**src/rtl/wave_pkg.sv**
```systemverilog
// ---------------------------------------------------------------------------
// wave_pkg
// Shared types and constants for the wave_mixer block:
//   env_state_t  - envelope generator states
//   ENV_MAX      - full-scale envelope level (8-bit)
//   LFSR_TAP*    - feedback taps of the 16-bit noise LFSR
//   DEFAULT_SEED - power-on LFSR value (any nonzero value is legal)
//   lfsr_next()  - one LFSR step
// ---------------------------------------------------------------------------
package wave_pkg;

    typedef enum logic [1:0] {
        IDLE    = 2'd0,
        ATTACK  = 2'd1,
        SUSTAIN = 2'd2,
        RELEASE = 2'd3
    } env_state_t;

    localparam logic [7:0]  ENV_MAX      = 8'd255;
    localparam logic [15:0] DEFAULT_SEED = 16'd773;

    localparam int LFSR_TAP0 = 15;
    localparam int LFSR_TAP1 = 14;
    localparam int LFSR_TAP2 = 12;
    localparam int LFSR_TAP3 = 3;

    // Fibonacci shift-left; with these taps a nonzero state never maps to 0.
    function automatic logic [15:0] lfsr_next(input logic [15:0] s);
        return {s[14:0], s[LFSR_TAP0] ^ s[LFSR_TAP1] ^ s[LFSR_TAP2] ^ s[LFSR_TAP3]};
    endfunction

endpackage

```
**src/rtl/wave_mixer_if.sv**
```systemverilog
// ---------------------------------------------------------------------------
// wave_mixer_if
// Sample-rate bus between the oscillator bank / control side (master) and
// the wave_mixer (slave).
//   sample_tick  1-cycle strobe, one output sample per tick
//   gate         note on/off
//   ch_en        per-channel enable            [NCH]
//   ch_gain      per-channel right shift 0..15 [4*NCH], ch i at [4i+3:4i]
//   sig_in       channel samples               [W*NCH], ch i at [W*i+W-1:W*i]
//   noise_en     add LFSR noise as an extra channel
//   mix_out      mixed, saturated, enveloped sample [W]
//   mix_valid    1-cycle pulse when mix_out updates
//   clip         sample in mix_out was saturated
// ---------------------------------------------------------------------------
interface wave_mixer_if #(
    parameter int NCH = 4,
    parameter int W   = 16
);
    logic               sample_tick;
    logic               gate;
    logic [NCH-1:0]     ch_en;
    logic [4*NCH-1:0]   ch_gain;
    logic [W*NCH-1:0]   sig_in;
    logic               noise_en;
    logic [W-1:0]       mix_out;
    logic               mix_valid;
    logic               clip;

    modport master (
        output sample_tick, gate, ch_en, ch_gain, sig_in, noise_en,
        input  mix_out, mix_valid, clip
    );

    modport slave (
        input  sample_tick, gate, ch_en, ch_gain, sig_in, noise_en,
        output mix_out, mix_valid, clip
    );
endinterface

```
**src/rtl/noise_lfsr16.sv**
```systemverilog
// ---------------------------------------------------------------------------
// noise_lfsr16
// 16-bit LFSR noise source. Steps once per cycle while adv is high and holds
// otherwise. Loads SEED on reset.
//   clk    in   system clock
//   rst_n  in   asynchronous reset, active low
//   adv    in   advance one step this cycle
//   q      out  current LFSR state
// ---------------------------------------------------------------------------
module noise_lfsr16
    import wave_pkg::*;
#(
    parameter logic [15:0] SEED = DEFAULT_SEED
) (
    input  logic        clk,
    input  logic        rst_n,
    input  logic        adv,
    output logic [15:0] q
);

    logic [15:0] lfsr_d;
    logic [15:0] lfsr_q;

    always_comb begin
        lfsr_d = lfsr_q;
        if (adv) begin
            lfsr_d = lfsr_next(lfsr_q);
        end
    end

    always_ff @(posedge clk or negedge rst_n) begin
        if (!rst_n) begin
            lfsr_q <= SEED;
        end else begin
            lfsr_q <= lfsr_d;
        end
    end

    assign q = lfsr_q;

endmodule

```
**src/rtl/wave_mixer.sv**
```systemverilog
// ---------------------------------------------------------------------------
// wave_mixer
// N-channel waveform mixer with optional LFSR noise channel, saturating
// unsigned sum and a linear attack/release envelope used as a click-free gate.
// A sample_tick at cycle T yields mix_valid at T+3; one tick per cycle is
// accepted.
//   clk    in     system clock
//   rst_n  in     asynchronous reset, active low
//   bus    slave  wave_mixer_if (tick, gate, channel controls, mixed output)
// ---------------------------------------------------------------------------
module wave_mixer
    import wave_pkg::*;
#(
    parameter int          NCH        = 4,
    parameter int          W          = 16,
    parameter int          ENV_STEP   = 1,
    parameter logic [15:0] NOISE_SEED = DEFAULT_SEED
) (
    input  logic         clk,
    input  logic         rst_n,
    wave_mixer_if.slave  bus
);

    // Wide enough for NCH channels plus noise, each up to 2^W-1.
    localparam int         SW    = W + $clog2(NCH + 2);
    localparam logic [8:0] STEP9 = 9'(ENV_STEP);

    // {clip, value}: clamp the wide sum to the W-bit range.
    function automatic logic [W:0] saturate(input logic [SW-1:0] s);
        if (|s[SW-1:W]) begin
            return {1'b1, {W{1'b1}}};
        end
        return {1'b0, s[W-1:0]};
    endfunction

    // In SUSTAIN the sample passes untouched; elsewhere scale by env/256.
    function automatic logic [W-1:0] apply_env(input logic [W-1:0] x,
                                               input logic [7:0]   e,
                                               input logic         sustain);
        logic [W+7:0] p;
        p = {8'b0, x} * {{W{1'b0}}, e};
        return sustain ? x : p[W+7:8];
    endfunction

    // ------------------------------------------------------------------
    // Envelope generator and noise source (update on tick)
    // ------------------------------------------------------------------
    env_state_t  state_d, state_q;
    logic [7:0]  env_d,   env_q;
    logic [8:0]  env_up_sum;
    logic [7:0]  env_up,  env_dn;
    logic [15:0] lfsr_q;

    assign env_up_sum = {1'b0, env_q} + STEP9;
    assign env_up     = env_up_sum[8] ? ENV_MAX : env_up_sum[7:0];
    assign env_dn     = ({1'b0, env_q} <= STEP9) ? 8'd0 : (env_q - STEP9[7:0]);

    // The gate level on the tick picks the ramp direction, so a gate flip
    // mid-ramp continues from the current level instead of jumping.
    always_comb begin
        state_d = state_q;
        env_d   = env_q;
        if (bus.sample_tick) begin
            if (bus.gate) begin
                if (state_q == SUSTAIN) begin
                    env_d = ENV_MAX;
                end else begin
                    env_d   = env_up;
                    state_d = (env_up == ENV_MAX) ? SUSTAIN : ATTACK;
                end
            end else if (state_q != IDLE) begin
                env_d   = env_dn;
                state_d = (env_dn == 8'd0) ? IDLE : RELEASE;
            end else begin
                env_d = 8'd0;
            end
        end
    end

    noise_lfsr16 #(
        .SEED (NOISE_SEED)
    ) u_lfsr (
        .clk   (clk),
        .rst_n (rst_n),
        .adv   (bus.sample_tick & bus.noise_en),
        .q     (lfsr_q)
    );

    // ------------------------------------------------------------------
    // Stage A (T+1): attenuated channel terms, envelope snapshot
    // ------------------------------------------------------------------
    logic         vld_p0_d,      vld_p0_q;
    logic [W-1:0] term_p0_d [NCH];
    logic [W-1:0] term_p0_q [NCH];
    logic         noise_en_p0_d, noise_en_p0_q;
    logic [7:0]   env_p0_d,      env_p0_q;
    logic         sus_p0_d,      sus_p0_q;

    always_comb begin
        vld_p0_d      = bus.sample_tick;
        noise_en_p0_d = noise_en_p0_q;
        env_p0_d      = env_p0_q;
        sus_p0_d      = sus_p0_q;
        for (int i = 0; i < NCH; i++) begin
            term_p0_d[i] = term_p0_q[i];
        end
        if (bus.sample_tick) begin
            for (int i = 0; i < NCH; i++) begin
                term_p0_d[i] = bus.ch_en[i] ? (bus.sig_in[W*i +: W] >> bus.ch_gain[4*i +: 4])
                                            : '0;
            end
            noise_en_p0_d = bus.noise_en;
            env_p0_d      = env_d;
            sus_p0_d      = (state_d == SUSTAIN);
        end
    end

    // ------------------------------------------------------------------
    // Stage B (T+2): sum and saturation
    // ------------------------------------------------------------------
    // The LFSR has already stepped on this sample's tick, so lfsr_q during
    // stage A is exactly the post-advance value; a following tick only
    // moves it at the next edge.
    logic [W-1:0]  noise_term;
    logic [SW-1:0] sum;
    logic [W:0]    sat_res;
    logic          vld_p1_d,  vld_p1_q;
    logic [W-1:0]  sat_p1_d,  sat_p1_q;
    logic          clip_p1_d, clip_p1_q;
    logic [7:0]    env_p1_d,  env_p1_q;
    logic          sus_p1_d,  sus_p1_q;

    assign noise_term = noise_en_p0_q ? W'(lfsr_q) : '0;

    always_comb begin
        sum = SW'(noise_term);
        for (int i = 0; i < NCH; i++) begin
            sum = sum + SW'(term_p0_q[i]);
        end
    end

    assign sat_res = saturate(sum);

    always_comb begin
        vld_p1_d  = vld_p0_q;
        sat_p1_d  = sat_p1_q;
        clip_p1_d = clip_p1_q;
        env_p1_d  = env_p1_q;
        sus_p1_d  = sus_p1_q;
        if (vld_p0_q) begin
            sat_p1_d  = sat_res[W-1:0];
            clip_p1_d = sat_res[W];
            env_p1_d  = env_p0_q;
            sus_p1_d  = sus_p0_q;
        end
    end

    // ------------------------------------------------------------------
    // Stage C (T+3): envelope scaling, output registers
    // ------------------------------------------------------------------
    logic         vld_p2_d,  vld_p2_q;
    logic [W-1:0] mix_out_d, mix_out_q;
    logic         clip_d,    clip_q;

    always_comb begin
        vld_p2_d  = vld_p1_q;
        mix_out_d = mix_out_q;
        clip_d    = clip_q;
        if (vld_p1_q) begin
            mix_out_d = apply_env(sat_p1_q, env_p1_q, sus_p1_q);
            clip_d    = clip_p1_q;
        end
    end

    always_ff @(posedge clk or negedge rst_n) begin
        if (!rst_n) begin
            state_q       <= IDLE;
            env_q         <= 8'd0;
            vld_p0_q      <= 1'b0;
            noise_en_p0_q <= 1'b0;
            env_p0_q      <= 8'd0;
            sus_p0_q      <= 1'b0;
            for (int i = 0; i < NCH; i++) begin
                term_p0_q[i] <= '0;
            end
            vld_p1_q      <= 1'b0;
            sat_p1_q      <= '0;
            clip_p1_q     <= 1'b0;
            env_p1_q      <= 8'd0;
            sus_p1_q      <= 1'b0;
            vld_p2_q      <= 1'b0;
            mix_out_q     <= '0;
            clip_q        <= 1'b0;
        end else begin
            state_q       <= state_d;
            env_q         <= env_d;
            vld_p0_q      <= vld_p0_d;
            noise_en_p0_q <= noise_en_p0_d;
            env_p0_q      <= env_p0_d;
            sus_p0_q      <= sus_p0_d;
            for (int i = 0; i < NCH; i++) begin
                term_p0_q[i] <= term_p0_d[i];
            end
            vld_p1_q      <= vld_p1_d;
            sat_p1_q      <= sat_p1_d;
            clip_p1_q     <= clip_p1_d;
            env_p1_q      <= env_p1_d;
            sus_p1_q      <= sus_p1_d;
            vld_p2_q      <= vld_p2_d;
            mix_out_q     <= mix_out_d;
            clip_q        <= clip_d;
        end
    end

    assign bus.mix_out   = mix_out_q;
    assign bus.mix_valid = vld_p2_q;
    assign bus.clip      = clip_q;

endmodule

```
**src/flat_wrapper.sv**
```systemverilog
// flat-port wrapper written by rule: the top's interface ports become plain ports
module wave_mixer_flat import wave_pkg::*;
#(
    parameter int          NCH        = 4,
    parameter int          W          = 16,
    parameter int          ENV_STEP   = 1,
    parameter logic [15:0] NOISE_SEED = DEFAULT_SEED
)
  (clk, rst_n, bus_sample_tick, bus_gate, bus_ch_en, bus_ch_gain, bus_sig_in, bus_noise_en, bus_mix_out, bus_mix_valid, bus_clip);
  wave_mixer_if #(.NCH(NCH), .W(W)) bus_i ();
  input  logic clk;
  input  logic rst_n;
  input wire logic [$bits(bus_i.sample_tick)-1:0] bus_sample_tick;
  input wire logic [$bits(bus_i.gate)-1:0] bus_gate;
  input wire logic [$bits(bus_i.ch_en)-1:0] bus_ch_en;
  input wire logic [$bits(bus_i.ch_gain)-1:0] bus_ch_gain;
  input wire logic [$bits(bus_i.sig_in)-1:0] bus_sig_in;
  input wire logic [$bits(bus_i.noise_en)-1:0] bus_noise_en;
  output wire logic [$bits(bus_i.mix_out)-1:0] bus_mix_out;
  output wire logic [$bits(bus_i.mix_valid)-1:0] bus_mix_valid;
  output wire logic [$bits(bus_i.clip)-1:0] bus_clip;
  assign bus_i.sample_tick = bus_sample_tick;
  assign bus_i.gate = bus_gate;
  assign bus_i.ch_en = bus_ch_en;
  assign bus_i.ch_gain = bus_ch_gain;
  assign bus_i.sig_in = bus_sig_in;
  assign bus_i.noise_en = bus_noise_en;
  assign bus_mix_out = bus_i.mix_out;
  assign bus_mix_valid = bus_i.mix_valid;
  assign bus_clip = bus_i.clip;
  wave_mixer #(.NCH(NCH), .W(W), .ENV_STEP(ENV_STEP), .NOISE_SEED(NOISE_SEED)) u_core (.clk(clk), .rst_n(rst_n), .bus(bus_i));
endmodule
```
**config.mk**
```make
export PLATFORM = sky130hd
export DESIGN_NAME = wave_mixer_flat
export DESIGN_NICKNAME = d
export VERILOG_FILES = /design/src/rtl/wave_pkg.sv /design/src/rtl/wave_mixer_if.sv /design/src/rtl/noise_lfsr16.sv /design/src/rtl/wave_mixer.sv /design/src/flat_wrapper.sv
export SDC_FILE = /design/constraint.sdc
export NUM_CORES = 1
export LEC_CHECK = 0
export ABC_AREA = 1
export BUFFER_PORTS_ARGS = -buffer_cell sky130_fd_sc_hd__buf_2
export CORE_MARGIN = 2
export CORE_UTILIZATION = 50
export CTS_CLUSTER_DIAMETER = 50
export DETAILED_ROUTE_END_ITERATION = 16
export PLACE_DENSITY = 0.81
export SYNTH_ARGS = -nofsm -noshare
export SYNTH_HDL_FRONTEND = slang
export SYNTH_SLANG_ARGS = --single-unit
```
**constraint.sdc**
```tcl
create_clock -name clk -period 4.7 [get_ports clk]
set_input_delay 0.705 -clock clk [delete_from_list [all_inputs] [get_ports clk]]
set_output_delay 0.705 -clock clk [all_outputs]
set_load 0.05 [all_outputs]
```
Word-level counts from Yosys, hierarchy flattened
Cells that the tools add are included.

Flip-flop bits (word level): 146. Input bits: 89. Output and inout bits: 18. Logic and storage cells: 62.

Add/subtract/negate cells: 6. Multipliers: 1. Order comparisons: 1. Eq/ne operators: 3. Shift operators: 4. Muxes and demuxes: 21. Bitwise gates (word level): 4. Reduce and logical (&&, ||, !) cells: 3.

Operator list (count): 2-to-1 mux 16 bit (6); right shift 16 x 4 -> 16 bit (4); adder 19 x 16 -> 19 bit (3); 2-to-1 mux 8 bit (6); 2-to-1 mux 17 bit (2); multiplier 16 x 8 -> 24 bit (1); adder 16 x 16 -> 17 bit (1); 2-to-1 mux 2 bit (6); adder 8 x 1 -> 9 bit (second input constant) (1); equality test 8 bit (second input constant) (1); <= comparator 8 x 1 -> 1 bit (second input constant) (1); logical NOT 8 bit (1); subtractor 8 x 1 -> 8 bit (second input constant) (1); equality test 2 bit (second input constant) (2); OR reduction 3 bit (1); bitwise XOR 1 bit (3); nonzero test 2 bit (1); bitwise AND 1 bit (1); 2-to-1 mux 1 bit (1).

Depth between registers and ports, before layout
Depth after elaboration: 8. Depth in mapped cells: 32. Gate-level depth less buffers: 29.

Hierarchy
A second synthesis with hierarchy kept.

Cell total of the unflattened synthesis: 2114. Area total of the unflattened synthesis: 14767.9 sq um.

By module, submodules not included: wave_mixer (times used 1, cells an instance 2038, area each 14079.8 sq um, seq. area each 3253.1 sq um); noise_lfsr16 (times used 1, cells an instance 76, area each 688.2 sq um, seq. area each 405.4 sq um).

Least setup slack after synthesis
OpenSTA, ideal clock, no wires.

Kind: reg-to-reg. Start point: reg u_core.noise_en_p0_q. End point: reg u_core.sat_p1_q[11]. Library setup time: 0.113 ns. Arrival time: 4.631 ns. Required time: 4.587 ns. Slack: -0.044 ns. Cell stages (with the launch flop): 29. Path buffers: 3. Clock period less this slack: 4.744 ns. Path through: dfrtp_1 -> clkbuf_1 -> clkbuf_1 -> nand2_1 -> inv_1 -> ha_1 -> inv_1 -> fa_1 -> inv_1 -> a21oi_1 -> o21ai_0 -> a21oi_1 -> xnor2_1 -> fa_1 -> inv_1 -> fa_1 -> inv_1 -> ha_1 -> a21oi_2 -> o21ai_0 -> a21oi_1 -> nand2_1 -> nand2_1 -> nand2_2 -> nor2_8 -> buf_6 -> nand3_1 -> nand2_1 -> inv_1.

Word-level cells in the longest chain between the ends: 8.

Ends and longest elaborated chain: from (decl) (RTL line wave_mixer.sv:95) `logic noise_en_p0_d, noise_en_p0_q;`; from (signal assigned) (RTL line wave_mixer.sv:198) `noise_en_p0_q <= noise_en_p0_d;`; 2-to-1 mux 16 bit * (RTL line wave_mixer.sv:133) `assign noise_term = noise_en_p0_q ? W'(lfsr_q) : '0;`; adder 16 x 16 -> 17 bit * (RTL line wave_mixer.sv:138) `sum = sum + SW'(term_p0_q[i]);`; adder 19 x 16 -> 19 bit * (3 in series) (RTL line wave_mixer.sv:138); OR reduction 3 bit (RTL line wave_mixer.sv:30) `if (|s[SW-1:W]) begin`; 2-to-1 mux 1 bit (RTL line wave_mixer.sv:30); 2-to-1 mux 17 bit * (RTL line wave_mixer.sv:33) `return {1'b0, s[W-1:0]};`; to (signal assigned) (RTL line wave_mixer.sv:205) `sat_p1_q <= sat_p1_d;`; to (decl) (RTL line wave_mixer.sv:128) `logic [W-1:0] sat_p1_d, sat_p1_q;`.

Mark *: on every way between the ends. The rest lies on a longest branch, timed or not. A chain may end at the register's enable or synchronous reset.

Worst setup path after layout
Start point: reg u_core.noise_en_p0_q. End point: reg u_core.sat_p1_q[13].

Same word-level chain as after synthesis.

==> results.yml <==
worst_setup_path:
  cp_slowest_cell: "fa_1"
  required_ns: 5.02
  crit_fanout: 8
  cp.arrival_ns: 4.91
  path_class: "reg -> reg"
  startpoint_type: "flip-flop"
  cpPeakStageDelay_ns: 0.51
  end_kind: "flip-flop"
  cpMostUsedCell: "inv_2"
clock_tree:
  cts_tree: "done"
  clk_pin_slew_ns: 0.07
  cts_sinks: 146
  clock_latency_ns: 0.44
  htreeDepth: 4
  cts_hold_buf: 0
  cts-root-buf: "clkbuf_16"
  cts.path.max_buffers: 2
  cts_made_buffers: 17
pwr:
  cellLeakagePower_uw: 0.00945
  ir_drop_uv: 686
  p_per_area_nw_per_um2: 721
placed_design:
  port_buffers: 106
  place_congestion: 0.939
  dp_cells: 2618
  place_hpwl_um: 31900
synthesis:
  ys_ff_latch: 146
  synth_seq_area_share: 0.241
  syn_area_per_cell_um2: 6.91
  syn_area_um2: 15200
  syn_nets: 2475
  yosys.area.top_type_share: 0.234
  yosysTopAreaCell: "dfrtp_1"
  synthCells: 2192
  synth_edf_count: 0
  async_flop_share: 1.00
  synth_flop_cell: "dfrtp_1"
  yosysWarnings: 0
  netlist-cell-type-count: 51
  synth.area.top_cells: "dfrtp_1 (23%), nand2_1 (18%), fa_1 (15%)"
sta:
  hold_violations: 0
  slew_headroom: 0.266
  setup_viol: 0
  hold_ws_ns: 0.358
  fmaxAchievable_ghz: 0.218
  maxSlewViolCount: 0
  tightest_slew_ns: 1.10
  skew_ns: 0.0205
  rsz0062_at_grt: "yes"
  post-route-period-util: 0.977
  fin_crit_ns: 4.59
layout:
  layout-drive-gt1-share: 0.131
  fin_nets: 2548
  syn_to_final_growth_pct: 13.3
  final_cells: 2668
  n_antenna_cell: 0
drt:
  firstDrtPassIters: 8
  ant_nets: 0
  via_per_inst: 5.38
  dr_total_vias: 14354
  drtIter0Drc: 1196
  routed_wl_um: 41300
  wl_per_cell_um: 15.5
  drc: 0
run:
  cap_violations: 0
global_route:
  grt_pass1_vias: 13848
  antenna_found_initial: 0
  overflow: 0
  grt_start_max_net_pins: 92
  grt.total_usage: 0.260
  grt_pass1_wl_um: 66100
die:
  fp.coreArea_um2: 29700
  initial_utilization: 0.510
  die_x_um: 178
  die-area_um2: 31700
  die_y_um: 178
  std_cell_rows: 63
  ioPinCount: 107
hold_path:
  hp-class: "in -> async"
outcome:
  status: "completed"
==> critical path, delay by kind of cell, from the launching register on <==
kind	cells	cell delay, ns
flip-flops	1	0.45
adder cells (fa/ha/maj)	5	1.81
buffers and inverters	9	0.61
AO/OA/AOI/OAI	1	0.07
AND/OR/NAND/NOR	14	1.51
==> final timing paths <==
kind	from	end	slack [ns]	cells past startpoint
max	u_core.noise_en_p0_q$_DFFE_PN0P_	u_core.sat_p1_q[13]$_DFFE_PN0P_	0.11	29
min	rst_n	u_core.term_p0_q[0]$_DFFE_PN0P_	0.36	1
max reg2reg	u_core.noise_en_p0_q$_DFFE_PN0P_	u_core.sat_p1_q[13]$_DFFE_PN0P_	0.11	29
min reg2reg	u_core.bus.mix_out[8]$_DFFE_PN0P_	u_core.bus.mix_out[8]$_DFFE_PN0P_	0.47	2
max in group asynchronous	rst_n	u_core.sat_p1_q[3]$_DFFE_PN0P_	3.40	2
min in group clk	u_core.bus.mix_out[8]$_DFFE_PN0P_	u_core.bus.mix_out[8]$_DFFE_PN0P_	0.47	2
==> layout by cell type, fill, tap and decap left out, types with 8 or more instances in the layout <==
| cell | count |
|---|---|
| nand2_1 | 694 |
| inv_1 | 411 |
| o21ai_0 | 147 |
| dfrtp_1 | 131 |
| nand3_1 | 121 |
| fa_1 | 115 |
| buf_2 | 105 |
| nor2_1 | 73 |
| a21oi_1 | 71 |
| ha_1 | 59 |
| buf_4 | 31 |
| o211ai_1 | 28 |
| a21oi_2 | 17 |
| clkbuf_16 | 17 |
| xor2_1 | 16 |
| nand2_2 | 15 |
| xnor2_1 | 15 |
| nand4_1 | 13 |
| ha_4 | 13 |
| inv_2 | 12 |
| mux2i_1 | 11 |
| o221ai_1 | 11 |
| dfrtp_2 | 10 |
| nand3_2 | 9 |
| nor3_1 | 9 |
| o22ai_1 | 8 |
==> per-stage QoR <==
step | cell area [um^2] | util | power (uW) | worst slack (ns) | TNS, ns
3_5_place_dp | 15900 | 0.536 | 10500 | -0.0941 | -1.02
4_1_cts | 16500 | 0.557 | 12000 | 0.0277 | 0
6_report | 17200 | 0.578 | 12400 | 0.107 | 0
2_1_floorplan | 15200 | - | 8340 | 0.0405 | 0
3_3_place_gp | 15900 | 0.536 | 10300 | -0.0430 | -0.481
5_1_grt | 17200 | 0.578 | 13700 | -0.0705 | -0.455
==> logic make-up after synthesis <==
kind of cell             Yosys count  synth area share
XOR/XNOR                          32            0.0185
adder cells (fa/ha/maj)          194             0.218
buffers and inverters            513             0.130
AO/OA/AOI/OAI                    328             0.123
AND/OR/NAND/NOR                  968             0.262
multiplexers                      11           0.00727
flip-flops                       146             0.241
==> layout make-up <==
class / count / area [um^2]
fill: 2692 / 12600
multi-input combinational: 1535 / 10000
sequential: 146 / 3670
inverter: 425 / 1600
timing repair buffer: 139 / 792
tap: 390 / 488
clock buffer: 19 / 433
clock inverter: 13 / 151
timing repair inverter: 1 / 6.26
==> flip-flops by register name (all words and copies together), names as in the netlist, 2 cells and up <==
| register | count |
|---|---|
| u_core.bus.mix_out | 16 |
| u_core.env_p0_q | 8 |
| u_core.env_p1_q | 8 |
| u_core.env_q | 8 |
| u_core.sat_p1_q | 16 |
| u_core.state_q | 2 |
| u_core.term_p0_q | 64 |
| u_core.u_lfsr.q | 16 |
==> timing repair <==
item | in CTS | in global routing
pin swaps | 0 | 31
setup endpoints to repair | 17 | 28
setup buffers | 0 | 15
gates cloned | 0 | 3
resized for setup | 6 | 120
==> routing by layer <==
layer  wire length, um  track usage
met4              1670        0.105
met5                 0            0
met1             16600        0.311
met2             21100        0.476
met3              2020       0.0290
==> power by group <==
part           internal (uW)  switching, uW  total [uW]
clock                    794            608        1400
sequential              1560            430        1990
combinational           3210           5760        8970
total                   5570           6800       12400
==> synthesized netlist by cell type (3+ instances only) <==
| master | n |
|---|---|
| or2_2 | 5 |
| o21ai_1 | 4 |
| nand2_2 | 5 |
| nand4_1 | 13 |
| mux2i_1 | 11 |
| o221ai_1 | 11 |
| clkbuf_1 | 60 |
| a22oi_1 | 4 |
| fa_1 | 116 |
| nand3b_1 | 3 |
| dfstp_2 | 4 |
| inv_1 | 420 |
| o211ai_1 | 28 |
| xnor2_1 | 15 |
| inv_2 | 4 |
| o21ai_0 | 154 |
| o21bai_1 | 7 |
| a31oi_1 | 3 |
| nor2_1 | 76 |
| a21oi_2 | 7 |
| o31ai_1 | 7 |
| nand2_1 | 709 |
| clkbuf_2 | 3 |
| nor3_1 | 13 |
| a21oi_1 | 85 |
| buf_2 | 18 |
| xor2_1 | 17 |
| o22ai_1 | 8 |
| nand3_2 | 6 |
| dfrtp_1 | 142 |
| and2_1 | 5 |
| nand3_1 | 126 |
| buf_1 | 4 |
| ha_1 | 78 |
(Power assumes the default switching activity.)
